### config.mk
export PLATFORM = sky130hd
export DESIGN_NAME = fire_layer_sequencer
export DESIGN_NICKNAME = d
export VERILOG_FILES = /design/src/rtl/fire_seq_pkg.sv /design/src/rtl/fire_layer_cfg_table.sv /design/src/rtl/fire_layer_sequencer.sv
export SDC_FILE = /design/constraint.sdc
export NUM_CORES = 1
export LEC_CHECK = 0
export BUFFER_PORTS_ARGS = -buffer_cell sky130_fd_sc_hd__buf_2
export CAP_MARGIN = 20
export CELL_PAD_IN_SITES_DETAIL_PLACEMENT = 0
export CELL_PAD_IN_SITES_GLOBAL_PLACEMENT = 2
export CORE_MARGIN = 2
export CORE_UTILIZATION = 52
export DETAILED_ROUTE_END_ITERATION = 8
export GPL_ROUTABILITY_DRIVEN = 0
export PLACE_DENSITY_LB_ADDON = 0.1
export SETUP_SLACK_MARGIN = 0.4
export SYNTH_ARGS = -nofsm -noshare
export SYNTH_HDL_FRONTEND = slang
export SYNTH_SLANG_ARGS = --single-unit
### constraint.sdc
create_clock -name clk_i -period 10.1 [get_ports clk_i]
set_input_delay 1.01 -clock clk_i [delete_from_list [all_inputs] [get_ports clk_i]]
set_output_delay 1.01 -clock clk_i [all_outputs]
set_load 0.01 [all_outputs]
### src/rtl/fire_seq_pkg.sv
// -----------------------------------------------------------------------------
// fire_seq_pkg
// Shared definitions for the fire-layer sequencer:
//   - layout of the 29-bit layer configuration word
//   - 3-bit state encoding and the state enum built on it
//   - default configuration table depth
// -----------------------------------------------------------------------------
package fire_seq_pkg;

    localparam int DEF_MAX_LAYERS = 16;

    // Layer word layout
    localparam int CFG_W        = 29;
    localparam int EXP1_EN_BIT  = 0;
    localparam int EXP3_EN_BIT  = 1;
    localparam int EXP1_LIM_LSB = 2;
    localparam int EXP1_LIM_W   = 7;
    localparam int DEPTH_LSB    = 9;
    localparam int DEPTH_W      = 6;
    localparam int DIM_LSB      = 15;
    localparam int DIM_W        = 7;
    localparam int EXP3_LIM_LSB = 22;
    localparam int EXP3_LIM_W   = 7;

    // State encoding
    localparam logic [2:0] ST_IDLE  = 3'd0;
    localparam logic [2:0] ST_LOAD  = 3'd1;
    localparam logic [2:0] ST_START = 3'd2;
    localparam logic [2:0] ST_WAIT  = 3'd3;
    localparam logic [2:0] ST_NEXT  = 3'd4;
    localparam logic [2:0] ST_DONE  = 3'd5;

    typedef enum logic [2:0] {
        S_IDLE  = ST_IDLE,
        S_LOAD  = ST_LOAD,
        S_START = ST_START,
        S_WAIT  = ST_WAIT,
        S_NEXT  = ST_NEXT,
        S_DONE  = ST_DONE
    } state_t;

endpackage

### src/rtl/fire_layer_cfg_table.sv
// -----------------------------------------------------------------------------
// fire_layer_cfg_table
// Per-layer configuration store with one write port and a registered read.
// The read register doubles as the sequencer's configuration output register:
// it only updates when rd_en_i is high, so the current layer's word stays
// stable between loads.
// Ports:
//   clk_i, rst_i      clock, async active-high reset (clears read register only)
//   wr_en_i           write strobe (already qualified by the caller)
//   wr_addr_i/data_i  write address / layer word
//   rd_en_i           capture r_mem[rd_addr_i] into the read register
//   rd_addr_i         read address
//   rd_data_o         registered layer word
// -----------------------------------------------------------------------------
module fire_layer_cfg_table
    import fire_seq_pkg::*;
#(
    parameter int DEPTH = DEF_MAX_LAYERS,
    parameter int AW    = $clog2(DEPTH)
) (
    input  logic             clk_i,
    input  logic             rst_i,
    input  logic             wr_en_i,
    input  logic [AW-1:0]    wr_addr_i,
    input  logic [CFG_W-1:0] wr_data_i,
    input  logic             rd_en_i,
    input  logic [AW-1:0]    rd_addr_i,
    output logic [CFG_W-1:0] rd_data_o
);

    logic [CFG_W-1:0] r_mem [DEPTH];
    logic [CFG_W-1:0] r_rd_data;

    // Table contents survive reset so the host does not need to reprogram
    // the layer list after an error recovery.
    always_ff @(posedge clk_i) begin
        if (wr_en_i) begin
            r_mem[wr_addr_i] <= wr_data_i;
        end
    end

    // Registered read, held between loads.
    always_ff @(posedge clk_i or posedge rst_i) begin
        if (rst_i) begin
            r_rd_data <= '0;
        end else if (rd_en_i) begin
            r_rd_data <= r_mem[rd_addr_i];
        end
    end

    assign rd_data_o = r_rd_data;

endmodule

### src/rtl/fire_layer_sequencer.sv
// -----------------------------------------------------------------------------
// fire_layer_sequencer
// Walks a programmed list of layers: for each layer it loads the layer word
// onto the configuration outputs, pulses start_o, then waits until every
// enabled expand engine has reported fire_rd_done before moving on.
// Ports:
//   clk_i, rst_i                 clock, async active-high reset
//   cfg_wr_en_i/addr_i/data_i    table write port (ignored while busy)
//   num_layers_i                 layer count, sampled on an accepted run_i
//   run_i, abort_i               run request / cancel
//   exp1_done_i, exp3_done_i     done levels from the read controllers
//   start_o                      one-cycle start pulse per layer
//   exp_*_en_o, *_limit_o,
//   ker_depth_o, layer_dimension_o  current layer configuration
//   layer_idx_o                  current layer index
//   busy_o, done_o               not-idle flag / end-of-list pulse
// -----------------------------------------------------------------------------
module fire_layer_sequencer
    import fire_seq_pkg::*;
#(
    parameter int MAX_LAYERS = DEF_MAX_LAYERS,
    parameter int LAY_AW     = $clog2(MAX_LAYERS)
) (
    input  logic              clk_i,
    input  logic              rst_i,
    input  logic              cfg_wr_en_i,
    input  logic [LAY_AW-1:0] cfg_wr_addr_i,
    input  logic [CFG_W-1:0]  cfg_wr_data_i,
    input  logic [LAY_AW:0]   num_layers_i,
    input  logic              run_i,
    input  logic              abort_i,
    input  logic              exp1_done_i,
    input  logic              exp3_done_i,
    output logic              start_o,
    output logic              exp_1x1_en_o,
    output logic              exp_3x3_en_o,
    output logic [6:0]        one_exp1_ker_addr_limit_o,
    output logic [6:0]        one_exp3_ker_addr_limit_o,
    output logic [5:0]        ker_depth_o,
    output logic [6:0]        layer_dimension_o,
    output logic [LAY_AW-1:0] layer_idx_o,
    output logic              busy_o,
    output logic              done_o
);

    state_t              r_state;
    logic [LAY_AW-1:0]   r_idx;
    logic [LAY_AW:0]     r_count;
    logic                r_s1;
    logic                r_s3;
    logic                r_start;
    logic                r_done;
    logic                r_busy;

    logic [CFG_W-1:0]    w_layer_cfg;
    logic                w_wr_en;
    logic                w_load;
    logic                w_layer_done;
    logic                w_last_layer;

    assign w_wr_en = cfg_wr_en_i & ~r_busy;
    // An abort during LOAD must leave the previous configuration in place.
    assign w_load  = (r_state == S_LOAD) & ~abort_i;

    fire_layer_cfg_table #(
        .DEPTH (MAX_LAYERS),
        .AW    (LAY_AW)
    ) u_cfg_table (
        .clk_i     (clk_i),
        .rst_i     (rst_i),
        .wr_en_i   (w_wr_en),
        .wr_addr_i (cfg_wr_addr_i),
        .wr_data_i (cfg_wr_data_i),
        .rd_en_i   (w_load),
        .rd_addr_i (r_idx),
        .rd_data_o (w_layer_cfg)
    );

    assign exp_1x1_en_o              = w_layer_cfg[EXP1_EN_BIT];
    assign exp_3x3_en_o              = w_layer_cfg[EXP3_EN_BIT];
    assign one_exp1_ker_addr_limit_o = w_layer_cfg[EXP1_LIM_LSB +: EXP1_LIM_W];
    assign ker_depth_o               = w_layer_cfg[DEPTH_LSB +: DEPTH_W];
    assign layer_dimension_o         = w_layer_cfg[DIM_LSB +: DIM_W];
    assign one_exp3_ker_addr_limit_o = w_layer_cfg[EXP3_LIM_LSB +: EXP3_LIM_W];

    // A disabled engine counts as done; the live input is ORed in so the
    // layer completes in the same cycle the last done is first seen.
    assign w_layer_done = (r_s1 | exp1_done_i | ~exp_1x1_en_o) &
                          (r_s3 | exp3_done_i | ~exp_3x3_en_o);
    assign w_last_layer = ({1'b0, r_idx} == (r_count - (LAY_AW+1)'(1)));

    // Sequencer FSM with registered start/done/busy outputs. Abort wins over
    // every transition and leaves configuration and index untouched.
    always_ff @(posedge clk_i or posedge rst_i) begin
        if (rst_i) begin
            r_state <= S_IDLE;
            r_idx   <= '0;
            r_count <= '0;
            r_s1    <= 1'b0;
            r_s3    <= 1'b0;
            r_start <= 1'b0;
            r_done  <= 1'b0;
            r_busy  <= 1'b0;
        end else begin
            r_start <= 1'b0;
            r_done  <= 1'b0;
            if (abort_i) begin
                r_state <= S_IDLE;
                r_busy  <= 1'b0;
            end else begin
                case (r_state)
                    S_IDLE: begin
                        if (run_i) begin
                            r_busy <= 1'b1;
                            if (num_layers_i != '0) begin
                                r_count <= num_layers_i;
                                r_idx   <= '0;
                                r_state <= S_LOAD;
                            end else begin
                                r_done  <= 1'b1;
                                r_state <= S_DONE;
                            end
                        end
                    end
                    S_LOAD: begin
                        r_s1    <= 1'b0;
                        r_s3    <= 1'b0;
                        r_start <= 1'b1;
                        r_state <= S_START;
                    end
                    S_START: begin
                        r_state <= S_WAIT;
                    end
                    S_WAIT: begin
                        if (w_layer_done) begin
                            r_state <= S_NEXT;
                        end else begin
                            r_s1 <= r_s1 | exp1_done_i;
                            r_s3 <= r_s3 | exp3_done_i;
                        end
                    end
                    S_NEXT: begin
                        if (w_last_layer) begin
                            r_done  <= 1'b1;
                            r_state <= S_DONE;
                        end else begin
                            r_idx   <= r_idx + LAY_AW'(1);
                            r_state <= S_LOAD;
                        end
                    end
                    S_DONE: begin
                        r_busy  <= 1'b0;
                        r_state <= S_IDLE;
                    end
                    default: begin
                        r_busy  <= 1'b0;
                        r_state <= S_IDLE;
                    end
                endcase
            end
        end
    end

    assign start_o     = r_start;
    assign done_o      = r_done;
    assign busy_o      = r_busy;
    assign layer_idx_o = r_idx;

endmodule

== After elaboration in Yosys (flattened, before gate mapping) ==
Memories as Yosys holds them, arrays and structs flattened. A register that Yosys moved wholly into a read port is not among the register bits.
Cells that the tools add are included.

* Register bits: 17
* Bits in writable memories: 464
* Input port bits: 45
* Memories kept: 1

* Add/subtract/negate cells: 2
* Eq/ne operators: 12
* Muxes and demuxes: 26
* Bitwise gates (word level): 11
* Reductions and logical operators: 10

{| class="wikitable"
|+ Memories
! name !! depth !! width !! rd ports !! clocked after memory_dff !! write ports !! RTL line !! text
|-
| u_cfg_table.r_mem || 16 || 29 || 1 || 1 || 1 || fire_layer_cfg_table.sv:31 || <nowiki>logic [CFG_W-1:0] r_mem [DEPTH];</nowiki>
|}

{| class="wikitable"
|+ Operator list
! kind !! number
|-
| 2-to-1 mux 3 bit || 5
|-
| case mux 3 bit (5 select lines) || 1
|-
| 2-to-1 mux 1 bit || 12
|-
| 2-to-1 mux 4 bit || 3
|-
| != test 2 bit, second input constant || 4
|-
| case mux 1 bit (2 select lines) || 4
|-
| case mux 4 bit (2 select lines) || 1
|-
| equality test 3 x 2 -> 1 bit, second input constant || 2
|-
| != test 3 bit, second input constant || 2
|-
| equality test 4 x 5 -> 1 bit || 1
|-
| AND reduction 5 bit || 1
|-
| nonzero test 5 bit || 1
|-
| subtractor 5 x 1 -> 5 bit, second input constant || 1
|-
| adder 4 x 1 -> 4 bit, second input constant || 1
|-
| NOT 1 bit || 4
|-
| OR 1 bit || 4
|-
| AND reduction 2 bit || 2
|-
| AND reduction 4 bit || 1
|-
| nonzero test 2 bit || 2
|-
| OR reduction 4 bit || 1
|-
| bitwise AND 1 bit || 3
|-
| equality test 3 x 1 -> 1 bit, second input constant || 1
|-
| equality test 3 bit, second input constant || 1
|-
| logical NOT 3 bit || 1
|-
| 2 further kinds || 2
|}

== Longest topological paths before layout ==
* Depth in word-level cells: 6
* Gate-level depth with buffers: 9
* Mapped depth without buffers: 7

== By module ==
From an unflattened synthesis, not the netlist that was laid out.

* Cell total of the unflattened synthesis: 891
* Area, all modules: 19922.9 um^2

{| class="wikitable"
|+ Modules (own cells, without submodules)
! module !! instances !! cells an instance !! area each (um^2) !! seq. area each (um^2)
|-
| fire_layer_cfg_table || 1 || 797 || 18978.2 || 14659.1
|-
| fire_layer_sequencer || 1 || 94 || 944.7 || 425.4
|}

== Worst setup path after synthesis ==
Ideal clock, no wire load.

* Kind: input to register
* Start point: input cfg_wr_en_i
* End point: memory u_cfg_table.r_mem[4][0] (enable)
* Library setup time: 0.452 ns
* Arrival time: 3.569 ns
* Slack: 6.079 ns
* Stages: 3
* Cell sequence: nand2b_1 > or3b_2 > nor3_1

* Longest elaborated chain between the ends: 3

{| class="wikitable"
|+ RTL lines
! element !! RTL line !! text
|-
| from (decl) || fire_layer_sequencer.sv:26 || <nowiki>input logic cfg_wr_en_i,</nowiki>
|-
| bitwise AND 1 bit || fire_layer_sequencer.sv:61 || <nowiki>assign w_wr_en = cfg_wr_en_i & ~r_busy;</nowiki>
|-
| 2-to-1 mux 1 bit || fire_layer_cfg_table.sv:37 || <nowiki>if (wr_en_i) begin</nowiki>
|-
| 2-to-1 mux 1 bit (not written as such) || fire_layer_cfg_table.sv:38 || <nowiki>r_mem[wr_addr_i] <= wr_data_i;</nowiki>
|-
| to (decl) || fire_layer_cfg_table.sv:31 ||
|}

Every way passes these cells.

== Worst setup path after layout ==
* Start point: register r_idx[0] (netlist: layer_idx_o[0])
* End point: output layer_idx_o[0]

{| class="wikitable"
|+ RTL lines
! element !! RTL line !! text
|-
| from (decl) || fire_layer_sequencer.sv:47 || <nowiki>logic [LAY_AW-1:0] r_idx;</nowiki>
|-
| from (signal assigned) || fire_layer_sequencer.sv:147 || <nowiki>r_idx <= r_idx + LAY_AW'(1);</nowiki>
|-
| to (decl) || fire_layer_sequencer.sv:41 || <nowiki>output logic [LAY_AW-1:0] layer_idx_o,</nowiki>
|}

No word-level cell between the ends.

==> out/results.ini <==
[cts]
cts.clk_slew.worst_paths_ns = 0.06
cts_resized = 0
htreeDepth = 2
cts_hold_buf = 0
root_buffer = clkbuf_16
cts_tree = built
worstSkewPairLatency_ns = 0.58
clock_path_buffers = 3
cts.sinks = 510
numCtsBuffers = 51
cts_setup_buffers = 0

[place]
portBuffers = 80
post-place-ws_ns = 6.73
dp_hpwl_um = 20400
dp.cells = 1487
dpl_cell_area_mm2 = 0.0207

[timing]
period_share_pct = 36.6
finalMaxSlewViolations = 0
skew_ns = 0.0176
rsz0062_at_grt = false
relSlewSlack_pct = 33.2
worst_slew_pin_slew_ns = 1.00
fmax_mhz = 271
period_needed_ns = 3.70
fin_tns_setup_ns = 0
setup_viol = 0
fin_ws_ns = 6.40
finalHoldViolations = 0

[die]
die_w_um = 198
ios = 81
initial_core_util_pct = 52.4
coreArea_mm2 = 0.0374
dieHeight_um = 198
die_area_mm2 = 0.0393
rows = 71

[power]
power_leakage_nw = 7.23
powerDensity_mw_per_mm2 = 203
ir_worst_vdd_mv = 0.151

[critical_path]
slowest_stage = dfrtp_4
crit_type = flop to output port
critPathCaptureType = output port
setup.worst_path.start_class = flop
cp.buffers_inverters = 2
path_delay_family = buffers and inverters
cp_cell_sequence = buf_4 -> buf_2
arrival_ns = 2.69
worstPathRequired_ns = 9.09
worst-path-max-fanout = 48
slowest_delay_ns = 0.94

[global_routing]
use_met2_pct = 36.0
grt_usage_pct = 22.6
grt-busiest-layer = met2
grt_pass1_vias = 9519
globalRouteMet1Util_pct = 32.8
gr-total-overflow = 0
antenna_found_initial = 1
use_met3_pct = 3.49
grt_max_degree = 66
grt_first_pass_wirelength_um = 62800

[drt]
first_iter_violations = 621
ant_nets = 0
wl_um = 42800
dr.pass1.iters = 5
via_per_inst = 5.98
vias = 9419
routedWlPerCell_um = 27.1
drc_errors = 0

[synthesis]
syn-instance-count = 922
synth.top_cell.area_share_pct = 71.1
synth_area_mm2 = 0.0196
yosysUniqueCellTypes = 39
synth_warnings = 0
synth_seq_area_share_pct = 76.9
synth_fp_nets = 969
yosys-top-cells-area = edfxtp_1 (71%), mux4_2 (13%), dfrtp_1 (5.9%)
ys_seq_elements = 510
yosys.area.top_type = edfxtp_1
syn_avg_cell_area_um2 = 21.3

[min_path]
hold_path_class = flop to flop

[finish]
area_growth_pct = 13.3
drive_gt1_share_pct = 31.2
instances_no_fill = 1576
nNetsFinal = 1076
design_area_mm2 = 0.0222

[outcome]
status = complete, no violations

[run]
cap_violations = 0

## where the power goes
part           switching (W)  leakage, nW  internal, W
logic               0.000176         1.75     0.000153
clock network       0.000737        0.724     0.000983
registers          0.0000711         4.76      0.00240
total               0.000984         7.23      0.00353
## per-layer routing
metal / vias to the layer above / wire, µm
met5: - / 0
met1: 5062 / 19100
met3: 50 / 2250
li1: 4032 / -
met4: 0 / 924
met2: 275 / 20500
## synthesized netlist by cell type
cell / instances
a21oi_1: 8
or3b_2: 1
inv_1: 5
a211o_1: 1
nand2_1: 46
or3_1: 2
and3_1: 3
nand3_1: 4
inv_2: 1
nor3_1: 36
buf_6: 2
buf_2: 20
edfxtp_1: 464
o21ai_0: 3
dfrtp_1: 46
clkbuf_1: 24
or2_1: 1
xnor2_1: 3
mux4_2: 116
nand4_1: 2
nand4b_1: 1
buf_1: 3
a221o_1: 30
or4_1: 1
o21ba_2: 1
ha_1: 2
a2111oi_0: 1
xor2_1: 2
nor2_1: 26
nand2b_1: 4
a221oi_1: 1
a22oi_1: 1
nor4_1: 2
buf_4: 1
mux2_2: 23
nor2b_1: 1
mux2i_1: 31
and2_1: 2
o2111ai_2: 1
## worst paths after layout
| check | depth (start not counted) | to | from | slack (ns) |
|---|---|---|---|---|
| worst max-delay path | 2 | layer_idx_o[0] | layer_idx_o[0] | 6.40 |
| worst min-delay path | 2 | r_s1 | r_s1 | 0.50 |
| worst max register to register | 4 | u_cfg_table.rd_data_o[5] | layer_idx_o[0] | 6.91 |
| worst min register to register | 2 | r_s1 | r_s1 | 0.50 |
| max in group asynchronous | 3 | layer_idx_o[2] | rst_i | 8.83 |
| min in group asynchronous | 3 | u_cfg_table.rd_data_o[18] | rst_i | 0.67 |
## registers in the layout (all words and copies together), names as in the netlist
signal                 flops
start_o                    1
r_state                    3
r_s1                       1
u_cfg_table.rd_data_o     29
r_count                    5
busy_o                     1
u_cfg_table.r_mem        464
r_s3                       1
layer_idx_o                4
done_o                     1
## worst register-to-register path: cells and delay by family (launching register included)
family | cells | cell delay [ns]
AOI/OAI and AO/OA | 1 | 0.32
DFF | 1 | 0.94
muxes | 2 | 0.93
buffers and inverters | 1 | 0.89
## cell usage in the layout (no fill, tap or decap), drive strengths merged, types with 9 or more instances in the layout
master  synthesis  layout
clkbuf         24      76
nor2           26      26
mux2           23      23
nand2          46      46
dfrtp          46      46
mux4          116     116
nor3           36      36
buf            26     104
edfxtp        464     464
a221o          30      30
mux2i          31      31
clkinv          0       9
## logic make-up after synthesis
group | Yosys count | share of synthesized area [%]
compound gates | 47 | 2.11
xor+xnor | 5 | 0.223
fa+ha+maj | 2 | 0.128
buf+inv | 56 | 1.30
flops | 510 | 76.9
mux | 170 | 16.2
simple gates | 132 | 3.07
## final cells by class
class                   count  area [µm²]
diodes                      1        2.50
clock buffers              76        1410
clock inverters            12        85.1
fillers                  2732       15200
inverters                   6        22.5
multi-input cells         356        4380
flip-flops and latches    510       15100
well taps                 511         639
repair buffers            104         581
## metrics by stage
step,hold slack [ns],utilization (%),total power [W]
2_1_floorplan,0.463,-,0.00268
3_5_place_dp,0.490,55.4,0.00285
5_1_grt,0.514,59.4,0.00468
4_1_cts,0.502,59.4,0.00456
6_report,0.500,59.4,0.00452
3_3_place_gp,0.487,55.4,0.00284
No activity file was read; power rests on OpenSTA's default activity.
